<file path="src/rtl/hash_capture.sv">
// Captures one digest from the Pmod hash byte stream into a local buffer and
// compares it against an expected digest, flagging short and overrun frames.
module hash_capture #(
   parameter  int PMOD_W     = 8,
   parameter  int HASH_BYTES = 32,
   parameter  int CNT_W      = 16,
   localparam int AW         = $clog2(HASH_BYTES),
   localparam int BW         = AW + 1
) (
   input  logic                         clk,
   input  logic                         rst_async,
   input  logic [PMOD_W-1:0]            hash_i,
   input  logic [1:0]                   hash_ctrl_i,
   input  logic [HASH_BYTES*PMOD_W-1:0] expected_i,
   input  logic                         arm_i,
   output logic                         done_o,
   output logic                         match_o,
   output logic                         error_o,
   output logic [1:0]                   err_code_o,
   output logic [BW-1:0]                byte_cnt_o,
   output logic [CNT_W-1:0]             frame_cnt_o,
   input  logic [AW-1:0]                rd_addr_i,
   output logic [PMOD_W-1:0]            rd_data_o
);

   typedef enum logic [1:0] {IDLE, CAPTURE, DONE} state_t;

   localparam logic [1:0] ERR_NONE  = 2'b00;
   localparam logic [1:0] ERR_SHORT = 2'b01;
   localparam logic [1:0] ERR_OVER  = 2'b10;

   state_t              state_reg, state_next;
   logic [PMOD_W-1:0]   b_reg;
   logic                v_reg, l_reg;
   logic [BW-1:0]       byte_cnt_reg, byte_cnt_next;
   logic                acc_reg, acc_next;
   logic [1:0]          err_reg, err_next;
   logic [CNT_W-1:0]    frame_cnt_reg;
   logic [PMOD_W-1:0]   buf_mem [HASH_BYTES];
   logic [PMOD_W-1:0]   rd_data_reg;
   logic                wr_en;
   logic                full;
   logic [AW-1:0]       wr_idx;
   logic [BW-1:0]       cnt_inc;

   assign full    = (byte_cnt_reg == BW'(HASH_BYTES));
   assign wr_idx  = byte_cnt_reg[AW-1:0];
   assign cnt_inc = byte_cnt_reg + BW'(1);

   always_ff @(posedge clk or posedge rst_async) begin
      if (rst_async) begin
         b_reg <= '0;
         v_reg <= 1'b0;
         l_reg <= 1'b0;
      end else begin
         b_reg <= hash_i;
         v_reg <= hash_ctrl_i[0];
         l_reg <= hash_ctrl_i[1];
      end
   end

   // arm has priority over any byte processed in the same cycle
   always_comb begin
      state_next    = state_reg;
      byte_cnt_next = byte_cnt_reg;
      acc_next      = acc_reg;
      err_next      = err_reg;
      wr_en         = 1'b0;
      if (arm_i) begin
         state_next    = CAPTURE;
         byte_cnt_next = '0;
         acc_next      = 1'b1;
         err_next      = ERR_NONE;
      end else if (state_reg == CAPTURE && v_reg) begin
         if (full) begin
            state_next = DONE;
            err_next   = ERR_OVER;
         end else begin
            wr_en         = 1'b1;
            acc_next      = acc_reg & (b_reg == expected_i[wr_idx*PMOD_W +: PMOD_W]);
            byte_cnt_next = cnt_inc;
            if (l_reg) begin
               state_next = DONE;
               err_next   = (cnt_inc == BW'(HASH_BYTES)) ? ERR_NONE : ERR_SHORT;
            end
         end
      end
   end

   always_ff @(posedge clk or posedge rst_async) begin
      if (rst_async) begin
         state_reg     <= IDLE;
         byte_cnt_reg  <= '0;
         acc_reg       <= 1'b0;
         err_reg       <= ERR_NONE;
         frame_cnt_reg <= '0;
      end else begin
         state_reg    <= state_next;
         byte_cnt_reg <= byte_cnt_next;
         acc_reg      <= acc_next;
         err_reg      <= err_next;
         if (state_next == DONE && state_reg != DONE)
            frame_cnt_reg <= frame_cnt_reg + CNT_W'(1);
      end
   end

   // buffer survives arm; only reset clears it
   always_ff @(posedge clk or posedge rst_async) begin
      if (rst_async) begin
         for (int i = 0; i < HASH_BYTES; i++)
            buf_mem[i] <= '0;
      end else if (wr_en) begin
         buf_mem[wr_idx] <= b_reg;
      end
   end

   always_ff @(posedge clk or posedge rst_async) begin
      if (rst_async)
         rd_data_reg <= '0;
      else if ({1'b0, rd_addr_i} < BW'(HASH_BYTES))
         rd_data_reg <= buf_mem[rd_addr_i];
      else
         rd_data_reg <= '0;
   end

   assign done_o      = (state_reg == DONE);
   assign match_o     = done_o & acc_reg & (err_reg == ERR_NONE);
   assign error_o     = done_o & (err_reg != ERR_NONE);
   assign err_code_o  = err_reg;
   assign byte_cnt_o  = byte_cnt_reg;
   assign frame_cnt_o = frame_cnt_reg;
   assign rd_data_o   = rd_data_reg;

endmodule

</file>
<file path="config.mk">
export PLATFORM = sky130hd
export DESIGN_NAME = hash_capture
export DESIGN_NICKNAME = d
export VERILOG_FILES = /design/src/rtl/hash_capture.sv
export SDC_FILE = /design/constraint.sdc
export NUM_CORES = 1
export LEC_CHECK = 0
export CORE_ASPECT_RATIO = 0.5
export CORE_MARGIN = 2
export CORE_UTILIZATION = 49
export DETAILED_ROUTE_END_ITERATION = 6
export PLACE_DENSITY_LB_ADDON = 0.08
export SETUP_SLACK_MARGIN = 0.1
export SYNTH_ARGS = -nofsm -noshare
export SYNTH_HDL_FRONTEND = slang
export SYNTH_SLANG_ARGS = --single-unit
</file>
<file path="constraint.sdc">
create_clock -name clk -period 16 [get_ports clk]
set_input_delay 3.2 -clock clk [delete_from_list [all_inputs] [get_ports clk]]
set_output_delay 3.2 -clock clk [all_outputs]
set_load 0.005 [all_outputs]
</file>
After elaboration in Yosys (flattened, before gate mapping)
Cells that the tools add are included.
W data, S select, Z words.
Storage, ports and cells
  register bits: 301
  logic and storage cells: 94
Cells by class
  $add $sub $neg: 2
  order comparisons: 3
  equal/unequal tests: 8
  shifts and indexed selects: 1
  muxes and demuxes: 24
  bitwise operators: 6
  reduce and logical (&&, ||, !) cells: 9
Operators with widths (number)
  $bwmux W256: 1
  $shiftx A256 B9 Y8: 1
  $bmux W8 S5: 1
  $demux W8 S5: 1
  $mux W8: 3
  $mux W6: 3
  $add A16 B1 Y16 const B: 1
  $mux W2: 8
  $eq A6 B6 Y1 const B: 2
  $ge A6 B6 Y1 const B: 2
  $not A5 Y6: 2
  $eq A8 B8 Y1: 1
  $mux W1: 7
  $add A6 B1 Y6 const B: 1
  $lt A6 B1 Y1 const B: 1
  $and A1 B1 Y1: 4
  $eq A2 B2 Y1 const B: 2
  $ne A2 B2 Y1 const B: 2
  $reduce_and A2 Y1: 2
  $reduce_bool A2 Y1: 2
  $logic_and A1 B1 Y1: 3
  $reduce_bool A3 Y1: 1
  $eq A2 B1 Y1 const B: 1
  $logic_not A2 Y1: 1

Depth between registers and ports, before layout
  word-level depth: 7
  mapped depth: 13
  mapped depth without buffers: 8

Least setup slack after synthesis
Ideal clock, no wire load.
  path type: in2reg
  start point: input rd_addr_i[0]
  end point: register rd_data_reg[0] (netlist: rd_data_o[0])
  data arrival time: 5.386 ns
  required time: 15.875 ns
  path slack: 10.490 ns
  stages: 5
  path through: clkbuf_1 buf_1 mux4_2 mux4_2 mux2_2
Between the ends
  cells in the longest elaborated chain, start to end: 4
Ends and longest elaborated chain
  start: declaration: RTL line 22  | input logic [AW-1:0] rd_addr_i,
  $not A5 Y6 (implied by the code): RTL line 121  | rd_data_reg <= buf_mem[rd_addr_i];
  $bmux W8 S5: RTL line 121
  $mux W8 (implied by the code) (2 in a row): RTL line 121
  end signal: assignment: RTL line 121
  end: declaration: RTL line 40  | logic [PMOD_W-1:0] rd_data_reg;
No other way between the ends. The select of a mux whose other input is x is not followed.
A chain may end at the register's enable or synchronous reset.

==> results.txt <==
power per cell area: 90.1 nW/um^2
Avg Vias per Cell: 5.93
CP startpoint kind: input port
Clock Sinks: 301
CTS tree: yes
Antenna Violating Nets Remaining: 0
Crit Path Max Fanout: 131
max FFs per register: 256
Hold/Removal Path Class: reg2reg
vias in the first global route: 11100
CTS buffer count: 29
Synthesized Nets: 1399
syn avg cell area: 14.0 sq um
Vias: 10900
clock power share: 37.9%
worst-case headroom to the max-slew limit: 15.7%
Post-Syn Area: 15600 sq um
Syn. warnings: 0
most used cell, CP: buf_4
Initial Utilization: 49.6%
status: finished clean
Final Cycle Share: 36.8%
combinational family with the most area after synthesis: multiplexers
Combinational Power Share: 15.2%
FFs w/ async S/R, synth: 100%
EDFF count, synth: 0
Final Max Tran Viols: 0
# IOs: 309
Die Ht: 130 um
Core Footprint: 31500 sq um
Fin Hold WS: 0.496 ns
largest net degree at the start of global routing: 132
sequential element share of the synthesized area: 48.2%
port buffer count: 308
deepest clock path buffer count: 3
Arr. time, crit path: 6.39 ns
minimum clock period: 5.89 ns
Post-Place Cells: 1781
xor/xnor share of the synthesized area: 1.12%
LEAKAGE: 8.78 nW
fin nets: 1659
Total Power: 1.79 mW
Clock Latency Late Sink: 0.55 ns
die width: 257 um
GR Util All Layers: 27.8%
Net Sw Power: 0.441 mW
DP Area: 18900 sq um
Worst setup EP type: async pin
simple-gate share of the synthesized area: 5.31%
WS Path Type: in2async
slowest stage cell, crit path: buf_4
FMAX: 170 MHz
Die ar.: 33400 sq um
cell family with most CP delay: buffers and inverters
post-synthesis register bit count: 301
H-tree level count: 1
Worst Tran Pin Value: 1.26 ns
Post-DP HPWL: 33200 um
Worst Clk Skew: 0.0136 ns
Top FF cell, synth: dfrtp_1
Post-Route WL: 46700 um
clock transition at the registers of the reported paths: 0.07 ns
cells along the critical path: clkdlybuf4s50_1 > inv_8 > buf_4 > buf_4
post-CTS setup repair buffer count: 0
fraction of the mapped netlist area in adder cells: 0.400%
Routability Congestion: 0.941
layout cells sized above 1: 29.4%
Overflow after GRT: 0
row count: 46
count of final hold-check violations: 0
internal power: 1.35 mW
Syn Inst Count: 1120
Synth-to-Final Area Change: 27.2%
First-pass DRT Iterations: 5
switching share of power: 24.6%
initial antenna violation count: 4
Peak VDD IR: 0.0799 mV
Design Area, Final: 19900 sq um
multiplexer share of the synthesized area: 38.9%
Hold Buf Count CTS: 0
Post-route DRC: 0
RSZ-0062 raised after global routing: no
detailed router's first-iteration violation count: 691
WP data required: 16.50 ns
CTS resizes: 0
complex-gate fraction of the synthesized area: 3.26%
slowest stage delay, CP: 0.97 ns
Setup Viol. Count Final: 0
Synth cell types: 45
Post-Layout Cell Count: 1840
total negative setup slack: 0 ns
Seq pwr share: 46.9%
Largest Register: buf_mem
first-pass GRT wire length: 70100 um
WL/cell: 25.4 um
Max Cap Violations: 0
CP Buf/Inv Count: 4
root cell of the clock tree: clkbuf_16
-- cell families (layout without fill, tap and decap cells) --
group                    count (synthesis)  after routing
buffers and inverters                   98            380
multiplexers                           474            474
AND/OR/NAND/NOR                        141            141
other                                    0              6
XOR/XNOR                                20             20
flip-flops                             301            301
AO/OA/AOI/OAI                           81             81
adder cells (fa/ha/maj)                  5              5
-- cells in the final DEF (no fill, tap or decap), types with 5 or more instances in the layout --
master	instances
clkdlybuf4s50_1	306
nand2_1	36
nand4bb_1	5
xor2_1	8
nor4_1	10
nand4_1	9
clkbuf_1	8
ha_1	5
diode_2	6
a21oi_1	6
nand3_1	8
mux2_2	265
mux2i_1	129
o22ai_1	64
xnor2_1	12
buf_4	13
or4_1	9
nor2_1	20
dfrtp_1	300
clkbuf_16	29
mux4_2	80
inv_1	6
and3_1	14
-- final timing paths --
kind                                                   from  slack [ns]                          end  depth (start not counted)
worst max-delay path                              rst_async       10.11     buf_mem[108]$_DFFE_PP0P_                          4
worst min-delay path            frame_cnt_o[15]$_DFFE_PP0P_        0.50  frame_cnt_o[15]$_DFFE_PP0P_                          1
worst max register to register    byte_cnt_o[2]$_DFFE_PP0P_       12.00     buf_mem[178]$_DFFE_PP0P_                          6
worst min register to register  frame_cnt_o[15]$_DFFE_PP0P_        0.50  frame_cnt_o[15]$_DFFE_PP0P_                          1
max in group clk                                      arm_i       10.45     buf_mem[178]$_DFFE_PP0P_                          5
min in group asynchronous                         rst_async        3.20     buf_mem[130]$_DFFE_PP0P_                          2
-- worst register-to-register path, cell delays in order, from the launching register on --
cell and delay [ns]:
dfrtp_1 1.06, nor2_1 0.42, and3_1 0.37, nor3_2 0.64, and2_1 0.52, nand3_1 0.45
mux2_2 0.42
-- layout make-up --
class                   instances  area, sq um
fillers                      2463        11700
multi-input cells             721         7650
flip-flops and latches        301         7540
repair buffers                320         3170
clock buffers                  41          811
well taps                     432          541
clock inverters                12          129
inverters                       7         33.8
diodes                          6         15.0
-- synthesized netlist by cell type (4+ instances only) --
| master | n | area share (%) |
|---|---|---|
| a21oi_1 | 6 | 0.19 |
| and2_1 | 4 | 0.16 |
| and3_1 | 14 | 0.56 |
| buf_1 | 10 | 0.24 |
| buf_2 | 21 | 0.67 |
| buf_4 | 5 | 0.24 |
| clkbuf_1 | 50 | 1.2 |
| dfrtp_1 | 301 | 48 |
| ha_1 | 5 | 0.40 |
| inv_1 | 7 | 0.17 |
| mux2_2 | 265 | 19 |
| mux2i_1 | 129 | 8.3 |
| mux4_2 | 80 | 12 |
| nand2_1 | 36 | 0.86 |
| nand3_1 | 8 | 0.26 |
| nand4_1 | 9 | 0.36 |
| nand4bb_1 | 5 | 0.36 |
| nor2_1 | 20 | 0.48 |
| nor4_1 | 10 | 0.40 |
| o22ai_1 | 64 | 2.6 |
| or2_2 | 4 | 0.16 |
| or4_1 | 9 | 0.43 |
| or4b_1 | 4 | 0.26 |
| xnor2_1 | 12 | 0.67 |
| xor2_1 | 8 | 0.45 |
-- per-layer routing --
metal	up-vias	GRT usage [%]	routed length, um	share of wire [%]
met1	5649	39.2	20500	44
met4	0	7.63	1260	2.7
met2	386	45.4	22100	47
li1	4802	-	-	-
met3	70	4.74	2890	6.2
met5	-	0	0	0
-- power by group through the flow --
stage | sequential (mW) | combinational, mW | clock, mW
after global placement | 0.850 | 0.266 | 0
after CTS | 0.839 | 0.274 | 0.693
after floorplan | 0.836 | 0.156 | 0
final | 0.840 | 0.273 | 0.679
after global routing | 0.844 | 0.292 | 0.726
after detailed placement | 0.853 | 0.273 | 0
-- stage by stage --
step | util (%) | setup slack, ns
floorplan | - | 4.48
global placement | 60.0 | 9.59
detailed placement | 60.0 | 9.39
CTS | 63.0 | 9.96
global route | 63.0 | 9.57
finish | 63.0 | 10.11
No activity file was read; power rests on OpenSTA's default activity.
